--- config.mk ---
export PLATFORM = sky130hd
export DESIGN_NAME = se_fc_reduce
export DESIGN_NICKNAME = d
export VERILOG_FILES = /design/src/rtl/se_pkg.sv /design/src/rtl/se_mac_unit.sv /design/src/rtl/se_fc_reduce.sv
export SDC_FILE = /design/constraint.sdc
export NUM_CORES = 2
export LEC_CHECK = 0
export ABC_AREA = 1
export BUFFER_PORTS_ARGS = -buffer_cell sky130_fd_sc_hd__buf_2
export CAP_MARGIN = 20
export CORE_MARGIN = 5
export CORE_UTILIZATION = 24
export DETAILED_ROUTE_END_ITERATION = 12
export GPL_TIMING_DRIVEN = 0
export PLACE_DENSITY = 0.34
export SYNTH_ARGS = -nofsm -noshare
export SYNTH_HDL_FRONTEND = slang
export SYNTH_SLANG_ARGS = --single-unit
--- constraint.sdc ---
create_clock -name clk -period 19.2 [get_ports clk]
set_input_delay 0.96 -clock clk [delete_from_list [all_inputs] [get_ports clk]]
set_output_delay 0.96 -clock clk [all_outputs]
set_load 0.05 [all_outputs]
--- src/rtl/se_pkg.sv ---
`default_nettype none
// ============================================================================
// Module : se_pkg
// Brief  : Shared definitions for the squeeze-excitation FC stages.
//          - Q8.8 fixed-point widths.
//          - FC sequencer state encoding.
//          - sat_round: round-half-up and saturate from accumulator to Q8.8.
// Rev    : 1.0  initial release
// ============================================================================
package se_pkg;

  localparam int DATA_WIDTH = 16;
  localparam int FRAC_BITS  = 8;
  localparam int ACC_WIDTH  = 40;

  typedef enum logic [1:0] {
    LOAD = 2'd0,
    MAC  = 2'd1,
    EMIT = 2'd2
  } state_e;

  // Limits and rounding constant are held one bit wider than the accumulator.
  // This keeps the rounding addition from overflowing at the extremes.
  localparam logic signed [ACC_WIDTH:0] SAT_MAX =
    {{(ACC_WIDTH-DATA_WIDTH+2){1'b0}}, {(DATA_WIDTH-1){1'b1}}};
  localparam logic signed [ACC_WIDTH:0] SAT_MIN = ~SAT_MAX;
  localparam logic signed [ACC_WIDTH:0] ROUND_HALF =
    {{(ACC_WIDTH+1-FRAC_BITS){1'b0}}, 1'b1, {(FRAC_BITS-1){1'b0}}};

  // The input is an accumulator value at 2*FRAC_BITS fractional bits.
  // The result is rounded half-up to FRAC_BITS, then clamped to DATA_WIDTH.
  function automatic logic signed [DATA_WIDTH-1:0] sat_round(
    input logic signed [ACC_WIDTH-1:0] v
  );
    logic signed [ACC_WIDTH:0] t;
    t = {v[ACC_WIDTH-1], v};
    t = (t + ROUND_HALF) >>> FRAC_BITS;
    if (t > SAT_MAX)      return SAT_MAX[DATA_WIDTH-1:0];
    else if (t < SAT_MIN) return SAT_MIN[DATA_WIDTH-1:0];
    else                  return t[DATA_WIDTH-1:0];
  endfunction

endpackage
`default_nettype wire

--- src/rtl/se_mac_unit.sv ---
`default_nettype none
// ============================================================================
// Module : se_mac_unit
// Brief  : Signed multiply-accumulate with synchronous clear and enable.
//          The product is full precision and sign-extended into the
//          accumulator. Clear takes priority over enable.
// Ports  : clk, rst (async active-low)
//          clr  - zero the accumulator on the next edge
//          en   - add a*b on the next edge
//          a, b - signed operands (A_WIDTH)
//          acc  - registered accumulator (ACC_W)
// Rev    : 1.0  initial release
// ============================================================================
module se_mac_unit
  import se_pkg::*;
#(
  parameter int A_WIDTH = DATA_WIDTH,
  parameter int ACC_W   = ACC_WIDTH
) (
  input  logic                      clk,
  input  logic                      rst,
  input  logic                      clr,
  input  logic                      en,
  input  logic signed [A_WIDTH-1:0] a,
  input  logic signed [A_WIDTH-1:0] b,
  output logic signed [ACC_W-1:0]   acc
);

  logic signed [2*A_WIDTH-1:0] prod;
  logic signed [ACC_W-1:0]     acc_d;
  logic signed [ACC_W-1:0]     acc_q;

  always_comb begin
    prod  = a * b;
    acc_d = acc_q;
    if (clr) begin
      acc_d = '0;
    end else if (en) begin
      acc_d = acc_q + {{(ACC_W-2*A_WIDTH){prod[2*A_WIDTH-1]}}, prod};
    end
  end

  always_ff @(posedge clk or negedge rst) begin
    if (!rst) acc_q <= '0;
    else      acc_q <= acc_d;
  end

  assign acc = acc_q;

endmodule
`default_nettype wire

--- src/rtl/se_fc_reduce.sv ---
`default_nettype none
// ============================================================================
// Module : se_fc_reduce
// Brief  : Serial fully-connected reduction stage of the SE layer.
//          The stage collects IN_CH Q8.8 inputs. It then runs OUT_CH dot
//          products, one MAC per cycle, against the weight memory. Each
//          result gets its bias, is rounded and saturated, and is emitted
//          as a one-cycle strobe.
// Ports  : clk, rst (async active-low)
//          in_data/in_valid/in_ready - input element stream (LOAD only)
//          w_we/w_addr/w_data        - weight write, addr = o*IN_CH+i
//          b_we/b_addr/b_data        - bias write
//          out_data/out_valid        - result stream, no backpressure
//          frame_done                - strobes with the last result
//          busy                      - high in MAC or EMIT; blocks writes
// Rev    : 1.0  initial release
// ============================================================================
module se_fc_reduce
  import se_pkg::*;
#(
  parameter int DATA_WIDTH = se_pkg::DATA_WIDTH,
  parameter int FRAC_BITS  = se_pkg::FRAC_BITS,
  parameter int IN_CH      = 16,
  parameter int OUT_CH     = 4,
  parameter int ACC_WIDTH  = se_pkg::ACC_WIDTH
) (
  input  logic                              clk,
  input  logic                              rst,
  input  logic [DATA_WIDTH-1:0]             in_data,
  input  logic                              in_valid,
  output logic                              in_ready,
  input  logic                              w_we,
  input  logic [$clog2(IN_CH*OUT_CH)-1:0]   w_addr,
  input  logic [DATA_WIDTH-1:0]             w_data,
  input  logic                              b_we,
  input  logic [$clog2(OUT_CH)-1:0]         b_addr,
  input  logic [DATA_WIDTH-1:0]             b_data,
  output logic [DATA_WIDTH-1:0]             out_data,
  output logic                              out_valid,
  output logic                              frame_done,
  output logic                              busy
);

  localparam int CI_W = (IN_CH  > 1) ? $clog2(IN_CH)  : 1;
  localparam int CO_W = (OUT_CH > 1) ? $clog2(OUT_CH) : 1;
  localparam int W_AW = $clog2(IN_CH*OUT_CH);

  // Memories are deliberately left without reset so contents survive rst.
  logic signed [DATA_WIDTH-1:0] x_mem [IN_CH];
  logic signed [DATA_WIDTH-1:0] w_mem [IN_CH*OUT_CH];
  logic signed [DATA_WIDTH-1:0] b_mem [OUT_CH];

  state_e                  state_q, state_d;
  logic [CI_W-1:0]         cnt_i_q, cnt_i_d;
  logic [CO_W-1:0]         cnt_o_q, cnt_o_d;
  logic [DATA_WIDTH-1:0]   out_data_q, out_data_d;
  logic                    out_valid_q, out_valid_d;
  logic                    frame_done_q, frame_done_d;

  logic                    x_we;
  logic                    mac_clr;
  logic                    mac_en;
  logic [W_AW-1:0]         w_rd_idx;
  logic signed [ACC_WIDTH-1:0] mac_acc;
  logic signed [ACC_WIDTH-1:0] bias_ext;
  logic signed [ACC_WIDTH-1:0] round_in;

  assign in_ready = (state_q == LOAD);
  assign busy     = ~in_ready;

  assign w_rd_idx = W_AW'(int'(cnt_o_q) * IN_CH + int'(cnt_i_q));
  assign bias_ext = {{(ACC_WIDTH-DATA_WIDTH){b_mem[cnt_o_q][DATA_WIDTH-1]}}, b_mem[cnt_o_q]};
  // The bias is aligned to the product's 2*FRAC_BITS fraction before rounding.
  assign round_in = mac_acc + (bias_ext <<< FRAC_BITS);

  se_mac_unit #(
    .A_WIDTH (DATA_WIDTH),
    .ACC_W   (ACC_WIDTH)
  ) u_mac (
    .clk (clk),
    .rst (rst),
    .clr (mac_clr),
    .en  (mac_en),
    .a   (x_mem[cnt_i_q]),
    .b   (w_mem[w_rd_idx]),
    .acc (mac_acc)
  );

  always_comb begin
    state_d      = state_q;
    cnt_i_d      = cnt_i_q;
    cnt_o_d      = cnt_o_q;
    out_data_d   = out_data_q;
    out_valid_d  = 1'b0;
    frame_done_d = 1'b0;
    x_we         = 1'b0;
    mac_clr      = 1'b0;
    mac_en       = 1'b0;

    case (state_q)
      LOAD: begin
        if (in_valid) begin
          x_we = 1'b1;
          if (cnt_i_q == CI_W'(IN_CH-1)) begin
            cnt_i_d = '0;
            mac_clr = 1'b1;     // accumulator starts clean for output 0
            state_d = MAC;
          end else begin
            cnt_i_d = cnt_i_q + 1'b1;
          end
        end
      end

      MAC: begin
        mac_en = 1'b1;
        if (cnt_i_q == CI_W'(IN_CH-1)) begin
          cnt_i_d = '0;
          state_d = EMIT;
        end else begin
          cnt_i_d = cnt_i_q + 1'b1;
        end
      end

      EMIT: begin
        out_data_d  = sat_round(round_in);
        out_valid_d = 1'b1;
        mac_clr     = 1'b1;     // ready for the next output's MAC run
        if (cnt_o_q == CO_W'(OUT_CH-1)) begin
          frame_done_d = 1'b1;
          cnt_o_d      = '0;
          state_d      = LOAD;
        end else begin
          cnt_o_d = cnt_o_q + 1'b1;
          state_d = MAC;
        end
      end

      default: begin
        state_d = LOAD;
      end
    endcase
  end

  always_ff @(posedge clk or negedge rst) begin
    if (!rst) begin
      state_q      <= LOAD;
      cnt_i_q      <= '0;
      cnt_o_q      <= '0;
      out_data_q   <= '0;
      out_valid_q  <= 1'b0;
      frame_done_q <= 1'b0;
    end else begin
      state_q      <= state_d;
      cnt_i_q      <= cnt_i_d;
      cnt_o_q      <= cnt_o_d;
      out_data_q   <= out_data_d;
      out_valid_q  <= out_valid_d;
      frame_done_q <= frame_done_d;
    end
  end

  always_ff @(posedge clk) begin
    if (x_we)         x_mem[cnt_i_q] <= in_data;
    if (w_we && !busy) w_mem[w_addr] <= w_data;
    if (b_we && !busy) b_mem[b_addr] <= b_data;
  end

  assign out_data   = out_data_q;
  assign out_valid  = out_valid_q;
  assign frame_done = frame_done_q;

endmodule
`default_nettype wire

==> results.toml <==
[drt]
routed_wl_um = 332000
ant_nets = 0
drtIter0Drc = 4959
num_vias = 52510
drc = 0
viasPerCell = 4.831
drt-wirelength-per-cell_um = 30.55
drtPass1Iterations = 6

[yosys]
synthesis.area_um2 = 70210
syn_area_per_cell_um2 = 10.93
syn-num-nets = 6909
yosysWarnings = 0
yosysUniqueCellTypes = 53
synth.ff_latch_count = 1410
synthCells = 6424
synth_top_area_share = 0.5749
synthArstFlopShare = 0.04681
yosys-top-cells-area = "edfxtp_1 57%, fa_1 7.5%, nor2_1 5.6%"
yosysTopAreaCell = "edfxtp_1"
synth_edf_count = 1344
yosysMostFrequentCell = "edfxtp_1"
ys.flop_type = "edfxtp_1"
synth_common_cells = "1344 x edfxtp_1, 1056 x nor2_1, 880 x nand2_1"
ys_seq_area_frac = 0.5984

[floorplan]
core_um2 = 291100
io_pins = 81
die_y_um = 550.9
rows = 198
initial_core_util = 0.2412
dieArea_um2 = 303400
die_x_um = 550.9

[global_routing]
grt_pass1_wl_um = 449200
grt_pass1_vias = 52000
use_met2 = 0.3680
antenna_found_initial = 33
grt_util_met3 = 0.03209
grt_overflow = 0
busiest_layer = "met2"
gr-usage-all-layers = 0.2135
use_met1 = 0.2782
grt_max_degree = 65

[worst_setup_path]
slowest_delay_ps = 880
cp_top_family = "compound AO/OA/AOI/OAI gates"
cp_data_arrival_time_ps = 14420
r2r_cells = 46
worstSetupPathType = "reg -> reg"
crit_slowest_cell = "clkbuf_1"
crit_top_cell = "inv_1"
worst_setup_path_end_kind = "flip-flop"
crit_path_max_fanout = 10
path_depth = 46
critPathBufInv = 13
critPathLaunchType = "flip-flop"
required_ps = 19890

[hold_path]
hp-class = "in -> reg"
hold_depth = 1

[sta]
hold_ws_ps = 382.6
fin_crit_ps = 13730
setup_viol = 0
tightest_slew_ps = 1273
finClkSkew_ps = 104.4
slew_violations = 0
rsz0062_at_grt = "no"
fin_crit_sh = 0.7153
finalHoldViolCount = 0
timing.fmax_mhz = 72.81
setup_tns_ps = 0
slew-limit-headroom = 0.1511

[power]
p_leak_uw = 0.02986
irDropWorstVdd_mv = 0.07426
power_density_nw_per_um2 = 79.02

[cells_and_area]
nets = 7310
layout-drive-gt1-share = 0.09661
nFillCells = 30300
synthToLayoutAreaGrowth_pct = 20.18

[clock_tree]
htree_levels = 4
cts_buffer_depth = 4
cts_setup_buffers = 0
cts.sinks = 1410
clk_pin_slew_ps = 60
cts-root-buf = "clkbuf_16"
clk_latency_ps = 880
cts_buffers = 178
cts_tree = "done"

[placement]
gp_congestion = 0.8600
io_buffer_count = 80
dpl.hpwl_um = 243600

[run_status]
status = "complete, no violations"

[run]
max-cap-violations = 0
power by group:
| part | leakage, µW | internal, µW | switching [µW] | total, µW |
|---|---|---|---|---|
| registers | 0.0128 | 3370 | 0 | 3370 |
| clock network | 0.00262 | 1850 | 1380 | 3230 |
| logic | 0.0144 | 10.9 | 62.8 | 73.8 |
logic make-up (layout without fill, tap and decap cells):
| kind of cell | count (synthesis) | count (layout) | share of synthesized area |
|---|---|---|---|
| simple gates | 2266 | 2266 | 0.1323 |
| flops | 1410 | 1410 | 0.5984 |
| compound gates | 1356 | 1356 | 0.1087 |
| buf+inv | 908 | 1440 | 0.04935 |
| fa+ha+maj | 424 | 424 | 0.1038 |
| xor+xnor | 60 | 60 | 0.007485 |
| other cells | 0 | 12 | 0 |
path summary, 6_finish.rpt:
check / start / endpoint / slack (ps)
max: cnt_i_q[0]$_DFFE_PN0P_ / u_mac.acc[39]$_DFFE_PN0P_ / 5470
min reg2reg: u_mac.acc[5]$_DFFE_PN0P_ / u_mac.acc[5]$_DFFE_PN0P_ / 490
max reg2reg: cnt_i_q[0]$_DFFE_PN0P_ / u_mac.acc[39]$_DFFE_PN0P_ / 5470
min: b_data[1] / b_mem[3][1]$_DFFE_PP_ / 380
min in group asynchronous: rst / u_mac.acc[10]$_DFFE_PN0P_ / 580
max in group asynchronous: rst / out_data[4]$_DFFE_PN0P_ / 17980
what timing repair did:
item / 4_1_cts / 5_1_grt
resized for setup: 0 / 0
endpoints found under the hold margin: 1 / 0
hold buffers: 1 / 0
worst reg2reg max path, delay by kind of cell, from the launching register on:
family          cells  cell delay, ps
compound gates     14            3980
fa+ha+maj           8            3700
buf+inv            13            3200
simple gates       10            1900
flops               1             660
xor+xnor            1             210
registers in the layout, summed over array words and instances, names as in the netlist:
signal / flops
cnt_o_q: 2
cnt_i_q: 4
frame_done: 1
b_mem: 64
x_mem: 256
out_data: 16
state_q: 2
w_mem: 1024
u_mac.acc: 40
out_valid: 1
per-stage QoR:
stage            util  instances  total power, µW  setup WS [ps]  area, µm²
5_1_grt        0.2898      10860             6852           4841      84350
3_3_place_gp   0.2593      10400             3495           4596      75490
4_1_cts        0.2896      10850             6726           5261      84290
6_report       0.2898      10870             6667           5466      84370
2_1_floorplan       -       6424             3434          10390      70210
3_5_place_dp   0.2711      10540             3504           5291      78910
layout make-up:
cell class              count  area, µm²  area share
diodes                     12      30.03   0.0003559
plain buffers             296       1169     0.01385
clock buffers             222       4662     0.05525
clock inverters            89      706.9    0.008379
inverters                 612       2297     0.02723
multi-input cells        4106      25340      0.3003
flip-flops and latches   1410      42010      0.4979
well taps                3900       4880     0.05784
repair buffers            221       3277     0.03884
routing by layer:
metal  wire, µm  part of all wire  vias to the layer above
met5         56           0.00017                        -
met1     141400              0.43                    27250
li1           -                 -                    23200
met3      18150             0.055                      425
met4      10640             0.032                       10
met2     161800              0.49                     1625
placed cells by master, fill, tap and decap left out, types with 10 or more instances in the layout:
master,instances
nand3_2,10
buf_12,59
o211ai_1,13
nand2_1,880
nand2_2,33
nand4_1,105
buf_16,39
nor2_4,82
inv_1,581
bufinv_16,10
nor2_1,973
a32o_1,15
edfxtp_1,1344
buf_1,16
inv_2,16
nor2_2,30
a21oi_1,175
a22o_1,22
diode_2,12
nand3_1,113
a31oi_1,16
buf_8,36
clkinv_1,58
a221oi_1,23
buf_2,95
o22ai_1,324
dfrtp_1,66
xor2_1,35
a21oi_2,15
ha_1,160
fa_1,264
clkbuf_1,298
xnor2_1,25
nor3_1,15
clkinv_2,23
clkbuf_16,180
o21ai_0,721
(Power assumes the default switching activity.)
